$ cat src/rtl/rs232_tx_arbiter.sv
`default_nettype none
// ============================================================================
// Module   : rs232_tx_arbiter
// Brief    : Round-robin sharing of one RS232 transmitter among N requesters,
//            sequencing send strobe / sent pulse / requester ack.
//            Optional watchdog enabled by defining RS232_ARB_TIMEOUT_EN.
// Revision : 1.0
// ============================================================================
module rs232_tx_arbiter #(
    parameter int N       = 4,
    parameter int BITS    = 16,
    parameter int IDW     = 2,
    parameter int HOLD    = 24,
    parameter int TIMEOUT = 4096
) (
    input  logic              clk,
    input  logic              rst,
    input  logic [N-1:0]      req,
    input  logic [N*BITS-1:0] req_data,
    output logic [N-1:0]      ack,
    output logic              busy,
    output logic [IDW-1:0]    grant_id,
    output logic              tx_send,
    output logic [BITS-1:0]   tx_data,
    input  logic              tx_sent,
    output logic              timeout_err
);

    typedef enum logic [1:0] {
        S_IDLE = 2'd0,
        S_SEND = 2'd1,
        S_WAIT = 2'd2,
        S_DONE = 2'd3
    } state_t;

    localparam int              c_HW        = (HOLD > 1) ? $clog2(HOLD) : 1;
    localparam logic [c_HW-1:0] c_HOLD_LAST = c_HW'(HOLD - 1);
    localparam logic [IDW:0]    c_N         = (IDW + 1)'(N);
    localparam logic [IDW-1:0]  c_LAST_ID   = IDW'(N - 1);
    localparam logic [N-1:0]    c_ONE       = N'(1);

    state_t            r_state;
    state_t            w_state_nxt;
    logic [IDW-1:0]    r_ptr;
    logic [IDW-1:0]    r_grant_id;
    logic [BITS-1:0]   r_tx_data;
    logic              r_tx_send;
    logic [N-1:0]      r_ack;
    logic [2:0]        r_sync;
    logic              r_sent_seen;
    logic [c_HW-1:0]   r_hold_cnt;

    logic              w_sent_edge;
    logic              w_sent_any;
    logic              w_timeout;
    logic              w_grant;
    logic              w_enter_done;
    logic [IDW:0]      w_idx;
    logic [IDW-1:0]    w_winner;
    logic [BITS-1:0]   w_words [N];

    for (genvar g = 0; g < N; g++) begin : g_words
        assign w_words[g] = req_data[g*BITS +: BITS];
    end

    assign w_sent_edge = r_sync[1] & ~r_sync[2];
    assign w_sent_any  = w_sent_edge | r_sent_seen;

    // Scan from the highest offset down so the offset closest to r_ptr wins.
    always_comb begin
        w_idx    = '0;
        w_winner = '0;
        for (int i = N - 1; i >= 0; i--) begin
            w_idx = {1'b0, r_ptr} + (IDW + 1)'(i);
            if (w_idx >= c_N) begin
                w_idx = w_idx - c_N;
            end
            if (req[w_idx[IDW-1:0]]) begin
                w_winner = w_idx[IDW-1:0];
            end
        end
    end

    always_ff @(posedge clk) begin
        if (rst) begin
            r_state <= S_IDLE;
        end else begin
            r_state <= w_state_nxt;
        end
    end

    always_comb begin
        w_state_nxt = r_state;
        w_grant     = 1'b0;
        case (r_state)
            S_IDLE: begin
                if (|req) begin
                    w_grant     = 1'b1;
                    w_state_nxt = S_SEND;
                end
            end
            S_SEND: begin
                if (w_timeout) begin
                    w_state_nxt = S_DONE;
                end else if (r_hold_cnt == c_HOLD_LAST) begin
                    w_state_nxt = S_WAIT;
                end
            end
            S_WAIT: begin
                if (w_sent_any || w_timeout) begin
                    w_state_nxt = S_DONE;
                end
            end
            default: begin
                w_state_nxt = S_IDLE;
            end
        endcase
    end

    assign w_enter_done = (r_state != S_DONE) && (w_state_nxt == S_DONE);

    always_ff @(posedge clk) begin
        if (rst) begin
            r_sync      <= '0;
            r_ptr       <= '0;
            r_grant_id  <= '0;
            r_tx_data   <= '0;
            r_tx_send   <= 1'b0;
            r_ack       <= '0;
            r_sent_seen <= 1'b0;
            r_hold_cnt  <= '0;
        end else begin
            r_sync <= {r_sync[1:0], tx_sent};
            r_ack  <= w_enter_done ? (c_ONE << r_grant_id) : '0;

            if (w_grant) begin
                r_grant_id <= w_winner;
                r_tx_data  <= w_words[w_winner];
                r_tx_send  <= 1'b1;
                r_hold_cnt <= '0;
            end else if (r_state == S_SEND) begin
                if (w_state_nxt != S_SEND) begin
                    r_tx_send <= 1'b0;
                end else begin
                    r_hold_cnt <= r_hold_cnt + 1'b1;
                end
            end

            // A sent pulse that overlaps the strobe must not be lost.
            if (r_state == S_SEND && w_sent_edge) begin
                r_sent_seen <= 1'b1;
            end else if (r_state == S_DONE || r_state == S_IDLE) begin
                r_sent_seen <= 1'b0;
            end

            if (r_state == S_DONE) begin
                r_ptr <= (r_grant_id == c_LAST_ID) ? '0 : r_grant_id + 1'b1;
            end
        end
    end

`ifdef RS232_ARB_TIMEOUT_EN
    localparam int              c_TW      = $clog2(TIMEOUT + 1);
    localparam logic [c_TW-1:0] c_TO_LAST = c_TW'(TIMEOUT - 1);

    logic [c_TW-1:0] r_to_cnt;
    logic            r_timeout_err;
    logic            w_in_xfer;

    assign w_in_xfer = (r_state == S_SEND) || (r_state == S_WAIT);
    assign w_timeout = w_in_xfer && (r_to_cnt == c_TO_LAST);

    always_ff @(posedge clk) begin
        if (rst) begin
            r_to_cnt      <= '0;
            r_timeout_err <= 1'b0;
        end else begin
            r_to_cnt      <= w_in_xfer ? r_to_cnt + 1'b1 : '0;
            r_timeout_err <= w_timeout && !w_sent_any;
        end
    end

    assign timeout_err = r_timeout_err;
`else
    assign w_timeout   = 1'b0;
    // Watchdog absent: TIMEOUT has no effect and the error port stays low.
    assign timeout_err = 1'b0 & (TIMEOUT > 0);
`endif

    assign ack      = r_ack;
    assign busy     = (r_state != S_IDLE);
    assign grant_id = r_grant_id;
    assign tx_send  = r_tx_send;
    assign tx_data  = r_tx_data;

endmodule
`default_nettype wire

$ cat config.mk
export PLATFORM = sky130hd
export DESIGN_NAME = rs232_tx_arbiter
export DESIGN_NICKNAME = d
export VERILOG_FILES = /design/src/rtl/rs232_tx_arbiter.sv
export SDC_FILE = /design/constraint.sdc
export NUM_CORES = 1
export LEC_CHECK = 0
export ABC_CLOCK_PERIOD_IN_PS = 3350
export CORE_MARGIN = 1.5
export CORE_UTILIZATION = 39
export CTS_CLUSTER_SIZE = 28
export DETAILED_ROUTE_END_ITERATION = 6
export PLACE_DENSITY = 0.9
export SLEW_MARGIN = 20
export SYNTH_ARGS = -nofsm -noshare
export SYNTH_HDL_FRONTEND = slang
export SYNTH_SLANG_ARGS = --single-unit
$ cat constraint.sdc
create_clock -name clk -period 3.35 [get_ports clk]
set_clock_uncertainty 0.15 [all_clocks]
set_input_delay 0.335 -clock clk [delete_from_list [all_inputs] [get_ports clk]]
set_output_delay 0.335 -clock clk [all_outputs]
set_load 0.01 [all_outputs]
==> impl_metrics.yaml <==
status:
  status: "finished clean"
critical_path:
  crit_required_ns: 3.41
  critPathKind: "flop to flop"
  cp-start-kind: "flop"
  end_kind: "flop"
  critPathMaxFanout: 10
  r2r_cells: 7
  arrival_ns: 2.49
synthesis:
  synth_most_common_cell: "dfxtp_1"
  yosys.area.top_type: "dfxtp_1"
  synth_top_area_share_pct: 37.19
  synthTopCellsByCount: "dfxtp_1 (36), mux2i_1 (33), nand2_1 (26), nor2_1 (17), o221ai_1 (13)"
  yosys.area_share.simple_pct: 17.43
  synthCells: 214
  synthArstFlopShare_pct: 0
  yosysWarningCount: 0
  syn_avg_cell_area_sq_um: 9.057
  synth_top_family_by_area: "compound AO/OA/AOI/OAI gates"
  synth_seq_area_share_pct: 37.19
  synth.distinct_cells: 36
  synth_edf_count: 0
  synthFlopType: "dfxtp_1"
  synth_nets: 292
  synth_compound_area_share_pct: 19.37
  synth_adder_area_share_pct: 4.519
  synth_area_sq_um: 1938
  ys_ff_latch: 36
  synth.area.mux_share_pct: 17.04
  synth.area.top_cells: "dfxtp_1 (37%), mux2i_1 (17%), o221ai_1 (5.9%), nand2_1 (5.0%), ha_1 (4.5%)"
  synth_xor_xnor_area_share_pct: 0
power_and_ir_drop:
  powerDensity_nw_per_um2: 362.6
  p_leak_nw: 1.129
  ir_drop_v: 0.0002112
  total_power_mw: 1.098
floorplan:
  die_h_um: 73.50
  core-area_sq_um: 4755
  num_rows: 25
  dieArea_sq_um: 5402
  die_x_um: 73.50
  ioPinCount: 96
  start_util_pct: 40.76
sta:
  setup_viol: 0
  period_share_pct: 72.76
  fin_crit_ns: 2.437
  hold_viol: 0
  slew_headroom_pct: 60.40
  drv_slew: 0
  setup_tns_ns: 0
  final.setup.worst_slack_ns: 0.9127
  worst_pin_slew_ns: 0.5940
  fmax_mhz: 410.3
  rsz0062_at_grt: "false"
  holdWs_ns: 0.2988
layout:
  syn_to_final_growth_pct: 56.23
  nets: 386
  stdcell_area_sq_um: 3028
  n_antenna_cell: 0
  final_layout_size_suffix_gt1_share_pct: 5.502
  ff_latch_area_sq_um: 720.7
  n_fill_cell: 409
  multi_input_area_sq_um: 1140
clock_tree:
  cts_hold_buf: 0
  cts.clk_slew.worst_paths_ns: 0.07
  cts_buffers: 5
  cts_root_buf: "clkbuf_8"
  insertion_delay_ns: 0.28
  cts_setup_buffers: 0
  htree_levels: 2
  ctsResizeCount: 0
  cts_tree: "done"
  clock_path_buffers: 2
  cts_sinks: 36
drt:
  first_pass_iters: 4
  vias_per_cell: 5.037
  post-route-drc-count: 0
  drt_iter0_markers: 78
  finalWirelength_um: 4953
  antenna_left: 0
  vias: 1894
  wl_per_cell_um: 13.17
worst_hold_path:
  hold_depth: 1
  hp-class: "flop to flop"
global_routing:
  grt_pass1_wl_um: 7872
  grt_overflow: 0
  grt_use_total_pct: 18.41
  antenna_found_initial: 0
  grt_max_degree: 30
  grt_pass1_vias: 1835
place:
  place_hpwl_um: 3825
  portBuffers: 94
  dpl-instance-area_sq_um: 2938
  place_ws_ns: 0.8104
  gp_congestion: 0.8306
flow_run:
  maxCapViolCount: 0
## cells by family after synthesis
family          Yosys count
simple gates             70
compound gates           51
flops                    36
mux                      33
buf+inv                  16
fa+ha+maj                 7
other cells               1
## through the flow
| step | utilization (%) | std cells |
|---|---|---|
| 2_1_floorplan | - | 214 |
| 4_1_cts | 63.68 | 376 |
| 5_1_grt | 63.68 | 376 |
| 6_report | 63.68 | 376 |
| 3_5_place_dp | 61.79 | 368 |
| 3_3_place_gp | 61.63 | 367 |
## sequential cells by signal (all words and copies together) (netlist names)
signal,count
r_state,2
r_sent_seen,1
tx_data,16
tx_send,1
ack,4
r_hold_cnt,5
r_ptr,2
r_sync,3
grant_id,2
## layout make-up
class / count / share of cell area [%]
Timing Repair Buffer: 99 / 32.31
Multi-Input combinational cell: 162 / 37.64
Inverter: 4 / 0.4959
Sequential cell: 36 / 23.80
Clock buffer: 8 / 2.975
Tap cell: 67 / 2.769
## cell usage in the layout, fill, tap and decap left out, types with 3 or more instances in the layout
cell	Yosys	routed
o211ai_1	5	5
inv_1	4	4
nor2_1	17	17
nand3_1	3	3
buf_4	3	5
clkbuf_8	0	6
nor2b_1	5	5
nand2_1	26	26
dfxtp_1	36	36
o31ai_1	5	5
o21ai_0	3	3
ha_1	7	7
mux2i_1	33	33
a21o_1	5	5
a21oi_1	9	9
nand4_1	3	3
nand2b_1	3	3
o21a_1	3	3
o221ai_1	13	13
clkdlybuf4s50_1	0	94
## path summary, 6_finish.rpt
kind	from	to	slack (ns)
hold / removal	r_sync[0]	r_sync[1]	0.30
setup / recovery	r_state[1]	r_hold_cnt[4]	0.91
hold reg to reg	r_sync[0]	r_sync[1]	0.30
setup reg to reg	r_state[1]	r_hold_cnt[4]	0.91
## metal layers
layer / wire, um / share of wire (%) / global-route usage [%]
met1: 2029 / 41 / 21.18
met3: 320 / 6.5 / 4.115
met2: 2571 / 52 / 33.33
met5: 0 / 0 / 0
met4: 31 / 0.63 / 6.173
## where the power goes
group          switching [mW]  total (mW)  leakage, nW  internal (mW)
clock network           0.135       0.303       0.0455          0.168
registers              0.0190       0.479        0.295          0.460
logic                   0.134       0.316        0.788          0.182
## worst max-delay path: stages, from the launching register on
cell and delay [ns]:
dfxtp_1 0.36, inv_1 0.10, ha_1 0.30, inv_1 0.10
o21a_1 0.22, a311o_1 0.45, or4_1 0.53, a21oi_1 0.16
Note: power is estimated with default switching activity, not from simulation.
==> patch, RTL diff (same flow settings) <==
Re-encode `state_t` (4 states) as one-hot, 4 bits wide.
--- a/src/rtl/rs232_tx_arbiter.sv
+++ b/src/rtl/rs232_tx_arbiter.sv
@@ -28,7 +28,7 @@
 
-    typedef enum logic [1:0] {
-        S_IDLE = 2'd0,
-        S_SEND = 2'd1,
-        S_WAIT = 2'd2,
-        S_DONE = 2'd3
+    typedef enum logic [3:0] {
+        S_IDLE = 4'b0001,
+        S_SEND = 4'b0010,
+        S_WAIT = 4'b0100,
+        S_DONE = 4'b1000
     } state_t;
Behaviour: same outputs for any inputs over 10 cycles, from zero or initial values and one cycle with rst high; not proved beyond that.
==> patch against the unedited design <==
  * Routed wire length grew 27%
  * Worst setup slack worse by 0.027 ns
  * Die area up 12%
  * Combinational power up 11%
  * Total power increased by 14%
  * Final area increased by 8.2%
  * Critical path type unchanged
  * Non-clock buffer count unchanged
  * Area after synthesis is 13% higher
  * Cell count up 8.8%
  * Sequential cell count is 2 higher
  * Hold slack gained 0.00096 ns
==> patch: results (changes against the unedited design) <==
Number of instances in the synthesized netlist: 249 (+16%)
Stage delay of the slowest cell on the critical path: 0.66 ns (+0.13 ns)
Largest cells by area after synthesis: dfxtp_1 (35%), mux2i_1 (9.1%), nand3_1 (7.3%), nor4b_1 (7.2%), a32oi_1 (6.4%)
Mux cell area share after synthesis: 0.0914 (-0.0791)
Placed cells: 401 (+9.0%)
Worst slew slack as a fraction of its limit: 0.473 (-0.131)
End of the critical path: tx_data[15]
Final weighted congestion in routability-driven placement: 0.819 (-1.4%)
Aggregate global-route resource usage: 0.209 (+0.0246)
GR Layer Usage met1: 0.251 (+0.0394)
Via total after detailed routing: 2270 (+20%)
Run status: finished clean
Net count after synthesis: 322 (+10%)
CP Data Arrival Time: 2.55 ns (+0.06 ns)
Clock latency on the worst-skew pair: 0.30 ns (+0.02 ns)
Dpl cell area: 3170 sq um (+7.8%)
Adder and majority gate portion of the synthesized area: 0.0114 (-0.0338)
Share of the synthesized netlist area taken by xor and xnor gates: 0.0160 (+0.0160)
Most frequent cells after synthesis: dfxtp_1 (38), nand3_1 (32), mux2i_1 (20)
Synth Area in Compound Gates: 0.164 (-0.0298)
CP top delay family: simple AND/OR/NAND/NOR gates
Maximum VDD drop: 182 uV (-14%)
Violation count after the first detailed-route iteration: 162 (+110%)
Vias in the first global route: 2126 (+16%)
Routed length on met3: 342 um (+6.9%)
Fraction of layout instances using a drive strength above 1: 0.0712 (+0.0162)
Crit path setup slack, layout: 0.885 ns (-0.0273 ns)
Length of routed met2 wiring: 3160 um (+23%)
Distinct cell type count after synthesis: 42 (+17%)
Total Wirelength: 6270 um (+27%)
Leak: 0.00129 uW (+14%)
Max stage delay cell, worst path: a21oi_2
-- patch: cell count changes after synthesis, sizes merged, moves of 4 or more --
| cell | before | now |
|---|---|---|
| o211ai | 5 | 1 |
| inv | 4 | 18 |
| nand2 | 26 | 7 |
| mux2i | 33 | 20 |
| buf | 7 | 13 |
| a32oi | 0 | 16 |
| nand3 | 3 | 32 |
| o31ai | 5 | 0 |
| a211oi | 1 | 16 |
| nor4b | 0 | 19 |
| a21o | 5 | 0 |
| o221ai | 13 | 0 |
| ha | 7 | 2 |
-- patch: power breakdown --
part | switching, uW | internal, uW | leakage [uW]
clock network | 169 | 219 | 0.0000579
logic | 159 | 192 | 0.000916
registers | 27.1 | 489 | 0.000311
-- patch: final cells by class --
class | instances | area [sq um]
Clock buffer | 5 | 68.8
Tap cell | 72 | 90.1
Inverter | 18 | 67.6
Timing Repair Buffer | 99 | 978
Clock inverter | 3 | 40.0
Fill cell | 468 | 2200
Multi-Input combinational cell | 174 | 1270
Sequential cell | 38 | 761
